### config.mk
export PLATFORM = sky130hd
export DESIGN_NAME = fetch_ctrl
export DESIGN_NICKNAME = d
export VERILOG_FILES = /design/src/rtl/fetch_ctrl.sv
export SDC_FILE = /design/constraint.sdc
export NUM_CORES = 1
export LEC_CHECK = 0
export BUFFER_PORTS_ARGS = -buffer_cell sky130_fd_sc_hd__clkbuf_2
export CAP_MARGIN = 20
export CORE_MARGIN = 5
export CORE_UTILIZATION = 35
export CTS_CLUSTER_SIZE = 30
export DETAILED_ROUTE_END_ITERATION = 6
export PLACE_DENSITY_LB_ADDON = 0.2
export SLEW_MARGIN = 0
export SYNTH_ARGS = -nofsm -noshare
export SYNTH_HDL_FRONTEND = slang
export SYNTH_SLANG_ARGS = --single-unit
### constraint.sdc
create_clock -name clk -period 2.13 [get_ports clk]
set_clock_uncertainty 0.05 [all_clocks]
set_input_delay 0.213 -clock clk [delete_from_list [all_inputs] [get_ports clk]]
set_output_delay 0.213 -clock clk [all_outputs]
set_load 0.1 [all_outputs]
### src/rtl/fetch_ctrl.sv
// Instruction fetch controller: owns the PC and the IF/ID pipeline register, and
// halts fetch permanently (until reset) on a misaligned or out-of-window address.
module fetch_ctrl #(
    parameter logic [31:0] PC_RESET = 32'h0000_3000,
    parameter int unsigned IM_WORDS = 4096
) (
    input  logic        clk,
    input  logic        reset,
    input  logic        stall,
    input  logic        redirect,
    input  logic [31:0] redirect_target,
    input  logic [31:0] instr_in,
    output logic [31:0] pc_out,
    output logic [31:0] if_id_instr,
    output logic [31:0] if_id_pc,
    output logic [31:0] if_id_pc8,
    output logic        if_id_valid,
    output logic        halt,
    output logic [31:0] fetch_count
);

    // One past the last legal byte address; window bounds use 32-bit unsigned arithmetic.
    localparam logic [31:0] PcLimit = PC_RESET + (32'(IM_WORDS) << 2);

    typedef enum logic [0:0] {
        StFetch,
        StHalt
    } state_e;

    state_e      state_q, state_d;
    logic [31:0] pc_q, pc_d;
    logic [31:0] if_id_instr_q, if_id_instr_d;
    logic [31:0] if_id_pc_q, if_id_pc_d;
    logic [31:0] if_id_pc8_q, if_id_pc8_d;
    logic        if_id_valid_q, if_id_valid_d;
    logic [31:0] fetch_count_q, fetch_count_d;
    logic        pc_legal;

    assign pc_legal = (pc_q[1:0] == 2'b00) && (pc_q >= PC_RESET) && (pc_q < PcLimit);

    always_comb begin
        state_d       = state_q;
        pc_d          = pc_q;
        if_id_instr_d = if_id_instr_q;
        if_id_pc_d    = if_id_pc_q;
        if_id_pc8_d   = if_id_pc8_q;
        if_id_valid_d = if_id_valid_q;
        fetch_count_d = fetch_count_q;

        unique case (state_q)
            StFetch: begin
                // Stall dominates redirect; redirect never flushes (delay slot is latched).
                if (!stall) begin
                    if (pc_legal) begin
                        if_id_instr_d = instr_in;
                        if_id_pc_d    = pc_q;
                        if_id_pc8_d   = pc_q + 32'd8;
                        if_id_valid_d = 1'b1;
                        fetch_count_d = fetch_count_q + 32'd1;
                        pc_d          = redirect ? redirect_target : pc_q + 32'd4;
                    end else begin
                        state_d       = StHalt;
                        if_id_instr_d = 32'h0;
                        if_id_valid_d = 1'b0;
                    end
                end
            end
            StHalt: begin
                if_id_valid_d = 1'b0;
            end
        endcase
    end

    always_ff @(posedge clk) begin
        if (reset) begin
            state_q       <= StFetch;
            pc_q          <= PC_RESET;
            if_id_instr_q <= 32'h0;
            if_id_pc_q    <= 32'h0;
            if_id_pc8_q   <= 32'h0;
            if_id_valid_q <= 1'b0;
            fetch_count_q <= 32'h0;
        end else begin
            state_q       <= state_d;
            pc_q          <= pc_d;
            if_id_instr_q <= if_id_instr_d;
            if_id_pc_q    <= if_id_pc_d;
            if_id_pc8_q   <= if_id_pc8_d;
            if_id_valid_q <= if_id_valid_d;
            fetch_count_q <= fetch_count_d;
        end
    end

    assign pc_out      = pc_q;
    assign if_id_instr = if_id_instr_q;
    assign if_id_pc    = if_id_pc_q;
    assign if_id_pc8   = if_id_pc8_q;
    assign if_id_valid = if_id_valid_q;
    assign halt        = (state_q == StHalt);
    assign fetch_count = fetch_count_q;

endmodule

==> results_dict.tcl, run 1 <==
set metrics [dict create \
    hpwl_um 15200 \
    first_pass_iters 4 \
    yosysSeqAreaShare 0.487 \
    place_ws_ns -0.0995 \
    coreArea_mm2 0.0185 \
    nNetsFinal 1132 \
    area_growth_syn_to_layout_pct 51.2 \
    multi_input_area_mm2 0.00331 \
    drc_errors 0 \
    netlist_instances 757 \
    synth_area_leaders "dfxtp_1 49%, nor2_1 5.2%, a21oi_1 4.8%, nand2_1 4.4%, a22oi_1 3.7%" \
    maxCapViolCount 0 \
    synthFlopType "dfxtp_1" \
    synthesis.area_mm2 0.00653 \
    rsz0062_at_grt "yes" \
    ant_nets 0 \
    io_pins 230 \
    yosysMostFrequentCell "dfxtp_1" \
    cts_buffers 17 \
    cts_tree "yes" \
    antennaDiodeCount 0 \
    critical_path_peak_fanout 7 \
    wl_per_cell_um 16.8 \
    max_slew_margin 0.545 \
    dieHeight_um 147 \
    cp-end-kind "register" \
    clk_root_buffer_cell "clkbuf_16" \
    io_buffers 229 \
    slew_violations 0 \
    start_util 0.353 \
    drtIter0Drc 329 \
    outcome "finished, final reports clean" \
    grt_pass1_wl_um 33700 \
    setup_viol 0 \
    worstSkewPairLatency_ns 0.43 \
    rows 50 \
    cp_data_required_time_ns 2.43 \
    layout_setup_ws_ns 0.0311 \
    clock_sinks 159 \
    antenna_found_initial 0 \
    hold_path.class "in -> reg" \
    fmax_mhz 476 \
    die_x_um 147 \
    clk_path_buf_depth 2 \
    synthArstFlopShare 0 \
    viasPerCell 5.12 \
    ys.warnings.count 0 \
    synth_commonest_cells "159 x dfxtp_1, 90 x nor2_1, 76 x nand2_1, 62 x a21oi_1, 46 x clkbuf_1" \
    tightest_slew_ns 0.682 \
    vias 6686 \
    finalCritPeriodShare 0.985 \
    drive_gt1_frac 0.424 \
    cp-start-kind "register" \
    synth-seq-cells 159 \
    hold_viol 0 \
    synth_cell_type_count 53 \
    yosys.area.top_type_share 0.487 \
    p_leak_nw 4.19 \
    grt_pass1_vias 6383 \
    crit_type "reg -> reg" \
    grt_max_degree 59 \
    final-seq-area_mm2 0.00334 \
    overflow 0 \
    min_period_ns 2.10 \
    ir_drop_uv 1170 \
    nFillCells 1766 \
    grt_use_total 0.193 \
    worstPathArrival_ns 2.40 \
    dieArea_mm2 0.0215 \
    finalWeightedCongestion 0.818 \
    power_mw 16.3 \
    powerDensity_mw_per_mm2 1650 \
    wirelength_um 22000 \
    avgSynthCellArea_um2 8.63 \
    htreeDepth 4 \
    synth_edf_count 0 \
    yosysTopAreaCell "dfxtp_1" \
    synth_nets 829 \
    path_clk_slew_ns 0.06 \
]
power by group:
group	internal (mW)	switching, mW	leakage, nW
registers	3.49	0.450	1.32
logic	3.04	6.27	2.58
clock network	1.70	1.33	0.285
total	8.23	8.05	4.19
placed cells by master, fill, tap and decap left out, drive strengths merged, types with 7 or more instances in the layout:
cell and count:
nor2 90, o21ai 31, nor4 14, nor3 7
o31ai 8, nand4 17, and3 11, a31oi 7
buf 81, nand2 76, xnor2 15, or4 8
or3 15, a21oi 62, inv 16, nand3 23
clkbuf 252, and2 38, dfxtp 159, dlygate4sd3 31
a22oi 32, a211oi 14
area by class of cell:
cell class                      instances  area share
Clock buffer                           20      0.0462
Multi-Input combinational cell        529       0.335
Clock inverter                         12      0.0124
Timing Repair Buffer                  344       0.235
Tap cell                              234      0.0297
Sequential cell                       159       0.338
Inverter                                9     0.00342
kinds of logic after synthesis:
kind of cell	Yosys count	share of synthesized area
adders and majority gates	4	0.00766
muxes	2	0.00306
and+or+nand+nor	330	0.265
DFF	159	0.487
buffers and inverters	69	0.0444
xor gates and xnor gates	20	0.0268
AOI/OAI and AO/OA	173	0.166
what timing repair did:
item,4_1_cts,5_1_grt
endpoints found under the hold margin,31,0
hold buffers,31,0
endpoints found under the setup margin,75,150
resized for setup,7,57
cloned,1,4
buffers inserted,1,9
pin swaps,1,20
per-layer routing:
metal,up-vias,GRT usage,share of wire
met5,-,0,0
met4,0,0.0480,0.013
met3,23,0.0621,0.069
met2,198,0.324,0.49
met1,3179,0.239,0.43
li1,3286,-,-
worst paths after layout:
| kind | from | endpoint | slack (ns) | cells after the start |
|---|---|---|---|---|
| max | pc_out[17]$_SDFFE_PP0P_ | fetch_count[31]$_SDFFE_PP0P_ | 0.03 | 6 |
| min | redirect_target[25] | pc_out[25]$_SDFFE_PP0P_ | 0.006 | 3 |
| max reg2reg | pc_out[17]$_SDFFE_PP0P_ | fetch_count[31]$_SDFFE_PP0P_ | 0.03 | 6 |
| min reg2reg | if_id_pc[7]$_SDFFE_PP0P_ | if_id_pc[7]$_SDFFE_PP0P_ | 0.40 | 2 |
through the flow:
stage	util	TNS, ns	hold WS [ns]	cells	instance area, µm²
floorplan	-	-3.29	0.326	757	6760
global placement	0.460	-0.140	0.391	1229	8520
detailed placement	0.460	-1.24	0.393	1229	8520
CTS	0.512	0	0.000296	1294	9490
global route	0.533	-1.26	0.00505	1307	9870
finish	0.533	0	0.00632	1307	9870
state kept, by name (all words and copies together) (netlist names):
register	cells
fetch_count	32
if_id_instr	32
if_id_pc	32
pc_out	32
if_id_pc8	29
halt	1
if_id_valid	1
worst max-delay path: stages (launching register included):
cell,delay [ns]
dfxtp_4,0.35
nor4_4,0.32
buf_4,0.17
o2111ai_4,0.11
or4_4,0.58
or3_1,0.32
a21oi_1,0.12
(Power assumes the default switching activity.)
==> run 2: changes to the inputs <==
--- a/config.mk
+++ b/config.mk
@@ -11,7 +11,7 @@
 export CORE_UTILIZATION = 35
 export CTS_CLUSTER_SIZE = 30
 export DETAILED_ROUTE_END_ITERATION = 6
-export PLACE_DENSITY_LB_ADDON = 0.2
+export PLACE_DENSITY = 0.65
 export SLEW_MARGIN = 0
 export SYNTH_ARGS = -nofsm -noshare
 export SYNTH_HDL_FRONTEND = slang
==> run 2 against run 1 <==
The run now ends with negative setup slack left. Highest routed layer unchanged. Via count rose by 1.3%. Die area unchanged. Final cell count rose by 0.84%. Utilization increased by 2.2 points. Design area rose by 4.2%. Power increased by 4.8%. Clock power increased by 5%. Sequential share of layout area fell by 1.4 points.
==> results_dict.tcl, run 2 (synthesis results as in run 1) <==
set metrics [dict create \
    grt_use_total 0.194 \
    clock_sinks 159 \
    rows 50 \
    critical_path_peak_fanout 4 \
    dieHeight_um 147 \
    reg2reg_from "pc_out[17]$_SDFFE_PP0P_" \
    antennaDiodeCount 0 \
    drive_gt1_frac 0.472 \
    grt_max_degree 62 \
    ant_nets 0 \
    hold_path.class "in -> reg" \
    holdCritStartpoint "instr_in[12]" \
    ir_drop_uv 1490 \
    final-seq-area_mm2 0.00334 \
    wl_met2_um 10600 \
    hold_viol 0 \
    drc_errors 0 \
    cts_buffers 17 \
    area_growth_syn_to_layout_pct 57.5 \
    violations "negative setup slack" \
    min_period_ns 2.18 \
    cp_data_required_time_ns 2.43 \
    worstSkewPairLatency_ns 0.43 \
    wl_met1_um 9820 \
    overflow 0 \
    cts_tree "yes" \
    tightest_slew_ns 0.650 \
    multi_input_area_mm2 0.00352 \
    fmax_mhz 458 \
    antenna_found_initial 0 \
    dpl_cell_area_mm2 0.00847 \
    slew_violations 0 \
    path_clk_slew_ns 0.08 \
    max_slew_margin 0.567 \
    wl_per_cell_um 17.0 \
    setup_viol 1 \
    finalWeightedCongestion 0.886 \
    rsz0062_at_grt "yes" \
    first_pass_iters 4 \
    finalCritPeriodShare 1.02 \
    worstPathArrival_ns 2.48 \
    final_cells 1318 \
    htreeDepth 4 \
    p_leak_nw 4.43 \
    drtIter0Drc 317 \
    cp-start-kind "register" \
    clk_root_buffer_cell "clkbuf_16" \
    dieArea_mm2 0.0215 \
    wirelength_um 22400 \
    outcome "complete, but fails checks" \
    viasPerCell 5.14 \
    grt_pass1_wl_um 34000 \
    met3WireLength_um 1610 \
    maxCapViolCount 0 \
    nNetsFinal 1143 \
    crit_start "pc_out[17]$_SDFFE_PP0P_" \
    io_pins 230 \
    die_x_um 147 \
    dp_cells 1220 \
    start_util 0.353 \
    powerDensity_mw_per_mm2 1660 \
    coreArea_mm2 0.0185 \
    crit_type "reg -> reg" \
    nFillCells 1627 \
    final_common_cell "clkbuf_2" \
    clk_path_buf_depth 2 \
    cp-end-kind "register" \
    dr.max_layer_used "met4" \
    layout_setup_ws_ns -0.0532 \
    power_mw 17.1 \
    grt_pass1_vias 6472 \
    io_buffers 229 \
    vias 6772 \
    final_design_area_no_fill_mm2 0.0103 \
    final_cell_mix "228 x clkbuf_2, 101 x dfxtp_1, 84 x nor2_1, 67 x buf_4, 54 x nand2_1" \
    hpwl_um 15100 \
]
[run 2: area by class of cell]
class	instances	area share
multi-input combinational	530	0.342
sequential	159	0.324
timing repair buffer	354	0.240
clock buffer	17	0.0413
tap	234	0.0285
clock inverter	15	0.0203
inverter	9	0.00328
[run 2: per-layer routing]
layer | vias up | track usage
met4 | 0 | 0.0564
li1 | 3319 | -
met3 | 34 | 0.0649
met1 | 3179 | 0.250
met5 | - | 0
met2 | 240 | 0.310
[run 2: final timing paths]
check                                                    end  slack, ns  cells after the start
worst min-delay path            if_id_instr[12]$_SDFFE_PP0P_      0.008                      3
worst max register to register  fetch_count[17]$_SDFFE_PP0P_      -0.05                      7
worst max-delay path            fetch_count[17]$_SDFFE_PP0P_      -0.05                      7
worst min register to register      if_id_valid$_SDFFE_PP0P_       0.40                      2
[run 2: power by group]
| part | total (mW) | internal (mW) | switching [mW] |
|---|---|---|---|
| Clock | 3.18 | 1.63 | 1.54 |
| Sequential | 3.92 | 3.48 | 0.442 |
| Combinational | 9.96 | 3.34 | 6.62 |
| Total | 17.1 | 8.46 | 8.61 |
[run 2: critical path, stage by stage (launching register included)]
cell       delay [ns]
dfxtp_4          0.36
nor4_4           0.28
buf_4            0.19
o2111ai_4        0.13
buf_6            0.15
or4_4            0.47
or3_1            0.33
a21oi_1          0.14
[run 2: stage by stage]
step	TNS (ns)	hold slack [ns]	utilization	setup slack, ns
after floorplan	-3.29	0.326	-	-0.141
after global placement	-0.145	0.391	0.457	-0.0430
after detailed placement	-0.238	0.393	0.457	-0.0594
after CTS	-0.0334	0.00104	0.516	-0.0334
after global routing	-3.31	0.00508	0.556	-0.140
final	-0.0532	0.00843	0.556	-0.0532
[run 2: what timing repair did]
action | in CTS | in global routing
gates resized for setup | 7 | 109
cloned | 2 | 11
hold buffers | 33 | 0
endpoints found under the setup margin | 10 | 139
setup buffers | 4 | 17
hold endpoints to repair | 33 | 0
pin swaps | 4 | 43
==> run 3: changes to the inputs <==
--- a/config.mk
+++ b/config.mk
@@ -11,6 +11,7 @@
 export CORE_UTILIZATION = 35
 export CTS_CLUSTER_SIZE = 30
 export DETAILED_ROUTE_END_ITERATION = 6
+export HOLD_SLACK_MARGIN = 0.05
 export PLACE_DENSITY = 0.65
 export SLEW_MARGIN = 0
 export SYNTH_ARGS = -nofsm -noshare
==> run 3 against run 2 <==
The run still ends with negative setup slack left. Power is 3.2% higher. Global-route usage is 0.25 points higher. Sequential power hardly changed. Routed wire length is 3.0% higher. Final cell count is 0.61% higher. Largest cell class unchanged. Largest power group unchanged.
==> results_dict.tcl, run 3 (synthesis results as in run 1) <==
set metrics [dict create \
    outcome "complete, but fails checks" \
    violations "negative setup slack" \
    powerDensity_mw_per_mm2 1670 \
    setup_viol 1 \
    drc_errors 0 \
    cts_buffers 17 \
    power_mw 17.6 \
    reg2regPathDepth 7 \
    crit_slowest_cell "or4_4" \
    path_cells "nor4_4, buf_4, o2111ai_4, buf_6, or4_4, or3_1, a21oi_1" \
    coreArea_mm2 0.0185 \
    hold_viol 0 \
    hold_slack_ns 0.0821 \
    wirelength_um 23100 \
    overflow 0 \
    rsz0062_at_grt "yes" \
    hold_depth 4 \
    crit_type "reg -> reg" \
    worstSkewPairLatency_ns 0.43 \
    grt_use_total 0.197 \
    final_common_cell "clkbuf_2" \
    tightest_slew_ns 0.859 \
    area_growth_syn_to_layout_pct 61.3 \
    hpwl_um 15100 \
    final_design_area_no_fill_mm2 0.0105 \
    drtIter0Drc 334 \
    slew_violations 0 \
    drive_gt1_frac 0.493 \
    wl_per_cell_um 17.4 \
    grt_pass1_vias 6504 \
    dieHeight_um 147 \
    layout_setup_ws_ns -0.0611 \
    rows 50 \
    io_pins 230 \
    first_pass_iters 5 \
    tns_ns -0.0611 \
    finalWeightedCongestion 0.886 \
    grt_max_degree 62 \
    critical_path_peak_fanout 4 \
    ir_drop_uv 1380 \
    seq_power_share 0.224 \
    cp_data_required_time_ns 2.43 \
    antenna_found_initial 0 \
    p_leak_nw 4.52 \
    max_slew_margin 0.427 \
    final_cell_mix "228 x clkbuf_2, 101 x dfxtp_1, 84 x nor2_1, 66 x buf_4, 54 x nand2_1" \
    ant_nets 0 \
    dieArea_mm2 0.0215 \
    slowest_delay_ns 0.47 \
    clk_path_buf_depth 2 \
    swShare 0.502 \
    htreeDepth 4 \
    maxCapViolCount 0 \
    die_x_um 147 \
    dpl_cell_area_mm2 0.00847 \
    cp-start-kind "register" \
    antennaDiodeCount 0 \
    grt_pass1_wl_um 34500 \
    power_frac_clock 0.180 \
    nNetsFinal 1151 \
    cts_tree "yes" \
    cp-end-kind "register" \
    hold_path.class "in -> reg" \
    clock_sinks 159 \
    vias 6950 \
    finalCritPeriodShare 1.03 \
    fmax_mhz 456 \
    pwr-share-comb 0.595 \
    p_sw_mw 8.85 \
    start_util 0.353 \
    min_period_ns 2.19 \
    viasPerCell 5.24 \
    worstPathArrival_ns 2.49 \
    clk_root_buffer_cell "clkbuf_16" \
    p_int_mw 8.77 \
    path_clk_slew_ns 0.08 \
    io_buffers 229 \
]
-- run 3: stage by stage --
step           setup slack, ns  std cells   util
5_1_grt                 -0.140       1326  0.569
3_3_place_gp           -0.0430       1220  0.457
6_report               -0.0611       1326  0.569
2_1_floorplan           -0.141        757      -
4_1_cts                -0.0334       1295  0.519
3_5_place_dp           -0.0594       1220  0.457
-- run 3: worst paths after layout --
| kind | to | slack, ns | start |
|---|---|---|---|
| setup / recovery | fetch_count[17]$_SDFFE_PP0P_ | -0.06 | pc_out[17]$_SDFFE_PP0P_ |
| hold / removal | pc_out[17]$_SDFFE_PP0P_ | 0.08 | redirect_target[17] |
| setup reg to reg | fetch_count[17]$_SDFFE_PP0P_ | -0.06 | pc_out[17]$_SDFFE_PP0P_ |
| hold reg to reg | if_id_valid$_SDFFE_PP0P_ | 0.41 | if_id_valid$_SDFFE_PP0P_ |
-- run 3: what timing repair did --
action | in CTS | in global routing
hold buffers | 38 | 0
pin swaps | 4 | 79
endpoints found under the hold margin | 38 | 0
setup buffers | 4 | 18
resized for setup | 7 | 136
cloned | 2 | 13
endpoints found under the setup margin | 10 | 139
-- run 3: area by class of cell --
class,instances,area (µm²)
fillers,1592,7980
multi-input cells,530,3650
flip-flops and latches,159,3340
repair buffers,362,2580
clock buffers,17,425
well taps,234,293
clock inverters,15,209
inverters,9,33.8
-- run 3: layer usage --
metal	routed length, µm	up-vias	GRT usage
met4	515	0	0.0574
li1	-	3332	-
met5	0	-	0
met1	10100	3308	0.255
met2	10900	272	0.314
met3	1590	38	0.0636
-- run 3: critical path: cells and delay by family, from the launching register on --
kind / cells / cell delay, ns
compound gates: 2 / 0.29
buf+inv: 2 / 0.34
flops: 1 / 0.36
simple gates: 3 / 1.09
-- run 3: power by group through the flow --
stage	clock network, mW	registers [mW]	logic (mW)
after global placement	0	3.94	7.72
final	3.18	3.95	10.5
after detailed placement	0	3.94	7.76
after floorplan	0	7.27	2.31
after CTS	3.26	3.89	8.34
after global routing	3.41	4.02	10.9
